===== src/rtl/pattern_spi_streamer.sv =====
// Plays a host-written pattern RAM out as framed SPI transfers on CS_N/SCLK/SDO.
// Pins are one flop behind the FSM, so CS_N falls one edge after RUN is sampled; no backpressure.
module pattern_spi_streamer #(
  parameter int WIDTH     = 16,
  parameter int DEPTH     = 16,
  parameter int CLK_DIV   = 4,
  parameter int GAP       = 2,
  parameter bit CPOL      = 1'b0,
  parameter bit CPHA      = 1'b0,
  parameter bit MSB_FIRST = 1'b1,
  localparam int AW       = $clog2(DEPTH)
) (
  input  logic             CLK,
  input  logic             RST,
  input  logic             WR_EN,
  input  logic [AW-1:0]    WR_ADDR,
  input  logic [WIDTH-1:0] WR_DATA,
  input  logic             RUN,
  input  logic             LOOP,
  output logic             BUSY,
  output logic             FRAME_DONE,
  output logic [AW-1:0]    CUR_ADDR,
  output logic             CS_N,
  output logic             SDO,
  output logic             SCLK
);

  localparam int DW = $clog2(CLK_DIV);
  localparam int EW = $clog2(2 * WIDTH + 1);
  localparam int GW = (GAP > 1) ? $clog2(GAP) : 1;

  typedef enum logic [2:0] {S_IDLE, S_SETUP, S_SHIFT, S_HOLD, S_GAP} state_t;

  logic [WIDTH-1:0] mem [DEPTH];
  state_t           state;
  logic [DW-1:0]    div_cnt;
  logic [EW-1:0]    edge_cnt;
  logic [GW-1:0]    gap_cnt;
  logic [WIDTH-1:0] sh;
  logic [AW-1:0]    addr;
  logic             armed;
  logic             sclk_q;
  logic             sdo_q;
  logic             tick;
  logic [AW-1:0]    start_addr;
  logic [WIDTH-1:0] start_word;

  function automatic logic first_bit(input logic [WIDTH-1:0] w);
    return MSB_FIRST ? w[WIDTH-1] : w[0];
  endfunction

  function automatic logic [WIDTH-1:0] shifted(input logic [WIDTH-1:0] w);
    return MSB_FIRST ? {w[WIDTH-2:0], 1'b0} : {1'b0, w[WIDTH-1:1]};
  endfunction

  assign tick       = (div_cnt == DW'(CLK_DIV - 1));
  assign start_addr = (state == S_IDLE) ? '0 : addr + 1'b1;
  // Read happens before this edge's write lands, so a same-cycle write returns old data.
  assign start_word = mem[start_addr];

  always_ff @(posedge CLK) begin
    if (WR_EN) mem[WR_ADDR] <= WR_DATA;
  end

  always_ff @(posedge CLK) begin
    if (RST) begin
      state    <= S_IDLE;
      div_cnt  <= '0;
      edge_cnt <= '0;
      gap_cnt  <= '0;
      sh       <= '0;
      addr     <= '0;
      armed    <= 1'b1;
      sclk_q   <= CPOL;
      sdo_q    <= 1'b0;
    end else begin
      div_cnt <= tick ? '0 : div_cnt + 1'b1;
      case (state)
        S_IDLE: begin
          div_cnt <= '0;
          if (!RUN) begin
            armed <= 1'b1;
          end else if (armed) begin
            state <= S_SETUP;
            addr  <= start_addr;
            sh    <= CPHA ? start_word : shifted(start_word);
            sdo_q <= CPHA ? 1'b0 : first_bit(start_word);
          end
        end
        S_SETUP: begin
          if (tick) begin
            state    <= S_SHIFT;
            sclk_q   <= ~CPOL;
            edge_cnt <= EW'(1);
            if (CPHA) begin
              sdo_q <= first_bit(sh);
              sh    <= shifted(sh);
            end
          end
        end
        S_SHIFT: begin
          if (tick) begin
            if (edge_cnt == EW'(2 * WIDTH)) begin
              state <= S_HOLD;
            end else begin
              sclk_q   <= ~sclk_q;
              edge_cnt <= edge_cnt + 1'b1;
              // Odd edges are trailing, even edges leading; the final trailing edge never advances.
              if ((edge_cnt[0] && !CPHA && edge_cnt != EW'(2 * WIDTH - 1)) ||
                  (!edge_cnt[0] && CPHA)) begin
                sdo_q <= first_bit(sh);
                sh    <= shifted(sh);
              end
            end
          end
        end
        S_HOLD: begin
          if (tick) begin
            state   <= S_GAP;
            sdo_q   <= 1'b0;
            gap_cnt <= '0;
          end
        end
        S_GAP: begin
          if (tick) begin
            if (gap_cnt != GW'(GAP - 1)) begin
              gap_cnt <= gap_cnt + 1'b1;
            end else if (!LOOP && addr == AW'(DEPTH - 1)) begin
              state <= S_IDLE;
              armed <= 1'b0;
            end else if (RUN) begin
              state <= S_SETUP;
              addr  <= start_addr;
              sh    <= CPHA ? start_word : shifted(start_word);
              sdo_q <= CPHA ? 1'b0 : first_bit(start_word);
            end else begin
              state <= S_IDLE;
            end
          end
        end
        default: state <= S_IDLE;
      endcase
    end
  end

  always_ff @(posedge CLK) begin
    if (RST) begin
      CS_N       <= 1'b1;
      SCLK       <= CPOL;
      SDO        <= 1'b0;
      BUSY       <= 1'b0;
      FRAME_DONE <= 1'b0;
      CUR_ADDR   <= '0;
    end else begin
      CS_N       <= !(state == S_SETUP || state == S_SHIFT || state == S_HOLD);
      SCLK       <= sclk_q;
      SDO        <= sdo_q;
      BUSY       <= (state != S_IDLE);
      FRAME_DONE <= (state == S_GAP) && !CS_N;
      CUR_ADDR   <= addr;
    end
  end

endmodule


===== config.mk =====
export PLATFORM = sky130hd
export DESIGN_NAME = pattern_spi_streamer
export DESIGN_NICKNAME = d
export VERILOG_FILES = /design/src/rtl/pattern_spi_streamer.sv
export SDC_FILE = /design/constraint.sdc
export NUM_CORES = 1
export LEC_CHECK = 0
export CAP_MARGIN = 40
export CORE_MARGIN = 2
export CORE_UTILIZATION = 60
export DETAILED_ROUTE_END_ITERATION = 7
export HOLD_SLACK_MARGIN = 0.08
export PLACE_DENSITY = 0.89
export SYNTH_ARGS = -nofsm -noshare
export SYNTH_HDL_FRONTEND = slang
export SYNTH_SLANG_ARGS = --single-unit

===== constraint.sdc =====
create_clock -name CLK -period 3.6 [get_ports CLK]
set_input_delay 0.72 -clock CLK [delete_from_list [all_inputs] [get_ports CLK]]
set_output_delay 0.72 -clock CLK [all_outputs]
set_load 0.01 [all_outputs]

==> flow_summary_export.csv, run 1 <==
group,metric,value,unit
logic_synthesis,post-synth-top-area-cell,"edfxtp_1",
detailed_routing,drc_errors,0,
worst_setup_path,required,3.97,ns
finish,stdcell_count,1147,
detailed_routing,vias,7940,
logic_synthesis,postSynthAreaPerCell,15.1,sq um
logic_synthesis,synth_ff_type,"edfxtp_1",
finish,fin_nets,884,
floorplanning,fp.dieH,146,um
logic_synthesis,synthArstFlopShare,0,
global_routing,grt_first_pass_wirelength,45800,um
timing,hold_viol,0,
timing,rsz0062_at_grt,"false",
global_routing,grtUsageTotal,0.281,
logic_synthesis,synth_common_cells,"256 x edfxtp_1, 49 x mux2i_1, 43 x dfxtp_1, 35 x nor2_1, 33 x o211ai_1",
worst_setup_path,crit_family,"compound AO/OA/AOI/OAI gates",
worst_setup_path,crit_buf_inv,2,
placement,place_congestion,0.909,
worst_setup_path,crit_path_end_kind,"register",
cts,numCtsBuffers,28,
timing,tightest_slew,0.935,ns
cts,clockBufferDepth,3,
finish,diodes,0,
floorplanning,die_w,146,um
worst_setup_path,crit_arrival,3.56,ns
cts,hold_buffers,0,
timing,slew_headroom,0.375,
finish,fillers,1288,
worst_setup_path,crit_end,"sh[7]",
timing,drv_slew,0,
worst_setup_path,r2r_end,"sh[7]",
cts,cts_setup_buffers,0,
worst_setup_path,critPathMaxFanout,30,
placement,placed_area,0.0129,sq mm
timing,fin_ws,0.406,ns
floorplanning,core-area,0.0200,sq mm
worst_setup_path,cp_slowest_cell,"dfxtp_4",
detailed_routing,wl_per_cell,26.1,um
cts,clock-sinks,299,
worst_setup_path,start_kind,"register",
finish,final_area,0.0138,sq mm
logic_synthesis,ys_seq_area_frac,0.703,
detailed_routing,drtAntennaViolNets,0,
logic_synthesis,synth-seq-cells,299,
floorplanning,start_util,0.607,
worst_setup_path,reg2reg_from,"addr[0]",
logic_synthesis,synth-edff-count,256,
pwr,p_switching,1730,uW
timing,fin_crit_sh,0.887,
finish,ff_latch_area,0.00855,sq mm
worst_setup_path,path_depth,7,
pwr,power,7450,uW
worst_setup_path,worst-setup-path-type,"register to register",
placement,dp_hpwl,17600,um
logic_synthesis,ys_top_cells_by_area,"edfxtp_1 63%, dfxtp_1 7.1%, mux2i_1 4.0%",
finish,syn2layout_area_growth,13.3,%
detailed_routing,drt-vias-per-instance,6.92,
timing,fmax,0.313,GHz
logic_synthesis,synth.top_cell.area_share,0.632,
pwr,ir_drop,0.000527,V
cts,worstSkewPairLatency,0.54,ns
job,max-cap-violations,0,
timing,setup_viol,0,
logic_synthesis,synth.distinct_cells,70,
detailed_routing,first_pass_iters,5,
placement,port_buffers,33,
detailed_routing,totalWireLength,30000,um
detailed_routing,drt_iter0_drc,1073,
global_routing,grt_max_degree,36,
global_routing,grt_pass1_vias,7944,
global_routing,grt-ovfl-total,0,
timing,finalSetupTns,0,ns
logic_synthesis,yosys_warnings,0,
cts,cts_tree,"yes",
worst_hold_path,worstHoldPathType,"register to register",
worst_setup_path,cp_slowest_stage_delay,0.59,ns
worst_setup_path,cp_cell_sequence,"ha_4 -> inv_2 -> a21oi_2 -> buf_4 -> a2bb2oi_1 -> o22ai_1 -> a2111oi_0",
pwr,swShare,0.232,
pwr,leakagePower,0.00439,uW
worst_setup_path,reg2reg_depth,7,
run_status,outcome,"complete, no violations",
logic_synthesis,synth_most_common_cell,"edfxtp_1",
pwr,seqPwrFrac,0.524,
logic_synthesis,syn-instance-count,808,
floorplanning,dieArea,0.0214,sq mm
worst_setup_path,worstSetupStartpoint,"addr[0]",
cts,clockRootBuffer,"clkbuf_16",
finish,drive_above_1_share,0.144,
cts,cts.clk_slew.worst_paths,0.06,ns
pwr,powerDensity,541,mW/mm^2
pwr,p_int,5720,uW
finish,multiInputGateArea,0.00332,sq mm
timing,period_minus_slack,3.19,ns
logic_synthesis,syn_nets,837,
cts,cts.htree.levels,1,
worst_setup_path,r2r_slack,0.41,ns
logic_synthesis,synth_area,0.0122,sq mm
timing,fin_skew,0.00976,ns
floorplanning,ios,34,
pwr,pwr-share-comb,0.099,
pwr,p_clk_frac,0.377,
placement,placed_cells,1095,
floorplanning,num_rows,52,
global_routing,antenna_found_initial,0,
placement,pre_cts_ws,0.602,ns
cts,cts_resized,0,
[through the flow]
| stage | util | hold WS, ns |
|---|---|---|
| finish | 0.688 | 0.414 |
| global route | 0.688 | 0.459 |
| detailed placement | 0.644 | 0.411 |
| CTS | 0.688 | 0.417 |
| global placement | 0.642 | 0.417 |
| floorplan | - | 0.408 |
[registers in the layout (all words and copies together), names as in the netlist, 2 cells and up]
signal	count
CUR_ADDR	4
mem	256
div_cnt	2
sh	15
state	3
addr	4
edge_cnt	6
[area by class of cell]
| type | count | share of cell area |
|---|---|---|
| clock buffer | 45 | 0.0614 |
| clock inverter | 7 | 0.00263 |
| inverter | 10 | 0.00272 |
| multi-input combinational | 441 | 0.241 |
| sequential | 299 | 0.621 |
| tap | 270 | 0.0245 |
| timing repair buffer | 75 | 0.0474 |
[worst min path at each step]
| stage | startpoint | to | slack (ns) | cells past startpoint |
|---|---|---|---|---|
| 5_1_grt | div_cnt[0] | div_cnt[0] | 0.46 | 1 |
| 6_report | CS_N | FRAME_DONE | 0.41 | 1 |
| 3_5_place_dp | CS_N | FRAME_DONE | 0.41 | 1 |
| 2_1_floorplan | div_cnt[0] | div_cnt[0] | 0.41 | 1 |
| 3_3_place_gp | CS_N | FRAME_DONE | 0.42 | 1 |
| 4_1_cts | CS_N | FRAME_DONE | 0.42 | 1 |
[cell usage in the layout, fill, tap and decap left out, types with 16 or more instances in the layout]
| cell type | n |
|---|---|
| mux2_2 | 16 |
| nand3_1 | 21 |
| clkdlybuf4s50_1 | 33 |
| buf_4 | 40 |
| a22o_1 | 26 |
| nor2_1 | 35 |
| clkbuf_16 | 29 |
| o211ai_1 | 33 |
| mux2i_1 | 49 |
| nand2_1 | 25 |
| edfxtp_1 | 256 |
| dfxtp_1 | 42 |
| a31oi_1 | 16 |
| nand2b_1 | 17 |
| o22ai_1 | 29 |
| a21oi_1 | 26 |
[kinds of logic (layout without fill, tap and decap cells)]
family / after synthesis / count (layout) / synth area share
AND/OR/NAND/NOR: 144 / 144 / 0.0618
buffers and inverters: 68 / 137 / 0.0287
AO/OA/AOI/OAI: 219 / 219 / 0.139
flip-flops: 299 / 299 / 0.703
multiplexers: 67 / 67 / 0.0588
XOR/XNOR: 7 / 7 / 0.00504
adder cells (fa/ha/maj): 4 / 4 / 0.00412
[worst reg2reg max path: cells and delay by family (launching register included)]
family          cells  cell delay [ns]
fa+ha+maj           1             0.45
flops               1             0.59
buf+inv             2             0.60
compound gates      4             1.39
[power by group through the flow]
| stage | registers [uW] | logic, uW | clock network, uW |
|---|---|---|---|
| 2_1_floorplan | 3950 | 485 | 0 |
| 3_3_place_gp | 3960 | 672 | 0 |
| 3_5_place_dp | 3970 | 700 | 0 |
| 4_1_cts | 3900 | 718 | 2820 |
| 5_1_grt | 3910 | 771 | 2960 |
| 6_report | 3900 | 736 | 2810 |
[routing by layer]
metal  vias up  GRT usage  share of wire
met5         -          0              0
met4         0      0.104          0.035
met3       109     0.0825           0.13
met2       630      0.450           0.48
met1      3853      0.369           0.36
li1       3348          -              -
(Power assumes the default switching activity.)
==> run 2: changes to the inputs <==
--- a/config.mk
+++ b/config.mk
@@ -5,12 +5,13 @@
 export SDC_FILE = /design/constraint.sdc
 export NUM_CORES = 1
 export LEC_CHECK = 0
-export CAP_MARGIN = 40
+export CAP_MARGIN = 20
 export CORE_MARGIN = 2
 export CORE_UTILIZATION = 60
 export DETAILED_ROUTE_END_ITERATION = 7
 export HOLD_SLACK_MARGIN = 0.08
 export PLACE_DENSITY = 0.89
+export SETUP_SLACK_MARGIN = 0.05
 export SYNTH_ARGS = -nofsm -noshare
 export SYNTH_HDL_FRONTEND = slang
 export SYNTH_SLANG_ARGS = --single-unit
==> run 2 against run 1 <==
  * Die area stayed put
  * Design area barely moved
  * Critical path type unchanged
  * Power is 0.94% higher
  * Clock skew shrank 0.0034 ns
  * Count of clock-buffer cells in the layout fell by 10
  * Sequential cell count did not move
  * Highest routed layer unchanged
  * Largest cell class unchanged
==> flow_summary_export.csv, run 2 (synthesized netlist as in run 1, its figures left out) <==
group,metric,value,unit
pwr,powerDensity,546,mW/mm^2
worst_setup_path,crit_path_end_kind,"register",
global_routing,grtUsageTotal,0.279,
global_routing,grt_max_degree,36,
worst_setup_path,r2r_end,"sh[14]",
timing,fin_skew,0.00633,ns
global_routing,grt-ovfl-total,0,
floorplanning,fp.dieH,146,um
placement,placed_area,0.0129,sq mm
detailed_routing,first_pass_iters,6,
cts,worstSkewPairLatency,0.54,ns
floorplanning,dieArea,0.0214,sq mm
placement,dp_hpwl,17300,um
worst_setup_path,crit_end,"sh[14]",
floorplanning,start_util,0.607,
pwr,ir_drop,0.000539,V
detailed_routing,totalWireLength,30000,um
worst_setup_path,r2r_slack,0.42,ns
worst_setup_path,worstSetupStartpoint,"state[1]",
floorplanning,num_rows,52,
timing,drv_slew,0,
job,max-cap-violations,0,
finish,most-common-layout-cells,"256 x edfxtp_1, 49 x mux2i_1, 42 x dfxtp_1, 40 x buf_4, 35 x nor2_1",
worst_setup_path,reg2reg_from,"state[1]",
floorplanning,die_w,146,um
cts,clockRootBuffer,"clkbuf_16",
cts,clock-sinks,299,
detailed_routing,m1WireLength,11000,um
timing,fmax,0.315,GHz
cts,cts_resized,0,
run_status,outcome,"complete, no violations",
timing,rsz0062_at_grt,"false",
timing,tightest_slew,1.17,ns
placement,pre_cts_ws,0.238,ns
finish,reg.largest.list,"mem x256, sh x15, edge_cnt x6",
cts,hold_buffers,0,
finish,fin_nets,883,
finish,largest_reg_flops,256,
finish,syn2layout_area_growth,13.3,%
detailed_routing,vias,7936,
finish,layout_commonest_cell,"edfxtp_1",
timing,fin_crit_sh,0.883,
detailed_routing,drtAntennaViolNets,0,
timing,setup_viol,0,
timing,finalSetupTns,0,ns
detailed_routing,drc_errors,0,
timing,hold_slack,0.428,ns
detailed_routing,wl_per_cell,26.2,um
pwr,power,7520,uW
worst_setup_path,crit_arrival,3.63,ns
cts,cts_setup_buffers,0,
detailed_routing,drt_iter0_drc,1195,
finish,drive_above_1_share,0.144,
worst_hold_path,worstHoldPathType,"register to register",
cts,numCtsBuffers,28,
floorplanning,core-area,0.0200,sq mm
worst_setup_path,required,4.05,ns
cts,cts.htree.levels,1,
timing,hold_viol,0,
global_routing,antenna_found_initial,0,
timing,fin_ws,0.421,ns
cts,cts.clk_slew.worst_paths,0.06,ns
detailed_routing,drt-vias-per-instance,6.92,
placement,place_congestion,0.909,
cts,cts_tree,"yes",
global_routing,grt_pass1_vias,7987,
detailed_routing,dr_wl_met3,3670,um
detailed_routing,top_layer,"met4",
worst_setup_path,reg2reg_depth,6,
finish,final_area,0.0138,sq mm
detailed_routing,dr_wl_met2,14200,um
floorplanning,ios,34,
pwr,leakagePower,0.00439,uW
timing,period_minus_slack,3.18,ns
cts,clockBufferDepth,3,
timing,slew_headroom,0.221,
worst_setup_path,worst-setup-path-type,"register to register",
global_routing,grt_first_pass_wirelength,45600,um
worst_setup_path,start_kind,"register",
worst_setup_path,critPathMaxFanout,30,
placement,port_buffers,33,
finish,regMostFlops,"mem",
finish,diodes,0,
==> run 2: changes by cell type in the layout (fill, tap and decap cells not counted) <==
cell / delta
buf_6: -1
bufinv_16: +2
clkbuf_1: -5
clkbuf_8: -5
clkinv_1: +4
clkinv_2: +3
inv_8: +1
==> run 2: layout make-up <==
class / instances / area [sq um]
Clock buffer: 35 / 758
Clock inverter: 17 / 138
Fill cell: 1270 / 6260
Inverter: 10 / 37.5
Multi-Input combinational cell: 441 / 3320
Sequential cell: 299 / 8550
Tap cell: 270 / 338
Timing Repair Buffer: 74 / 642
==> run 2: how the worst min path moves through the flow <==
stage          startpoint          to  depth (start not counted)
6_report             CS_N  FRAME_DONE                          1
4_1_cts              CS_N  FRAME_DONE                          1
5_1_grt              CS_N  FRAME_DONE                          1
3_3_place_gp         CS_N  FRAME_DONE                          1
2_1_floorplan  div_cnt[0]  div_cnt[0]                          1
3_5_place_dp         CS_N  FRAME_DONE                          1
==> run 2: critical path, cell delays in order (launching register included) <==
cell and delay, ns:
dfxtp_1 0.77, or3_1 0.36, buf_4 0.44, nand2_1 0.62, o221ai_1 0.45, o2111ai_1 0.17, a31oi_1 0.26
==> run 2: report_power, final <==
part           leakage, uW  internal, uW  switching [uW]  total [uW]
Combinational      0.00128           266             468         734
Sequential         0.00266          3850            52.4        3900
Clock             0.000446          1640            1240        2880
Total              0.00439          5750            1760        7520
==> run 2: per-stage QoR <==
stage,util,cells
after floorplan,-,808
after global placement,0.642,1093
after detailed placement,0.642,1093
after CTS,0.687,1145
after global routing,0.688,1146
final,0.688,1146
==> run 2: metal layers <==
layer,GRT usage,up-vias
li1,-,3340
met1,0.374,3874
met2,0.452,609
met3,0.0659,113
met4,0.0990,0
met5,0,-
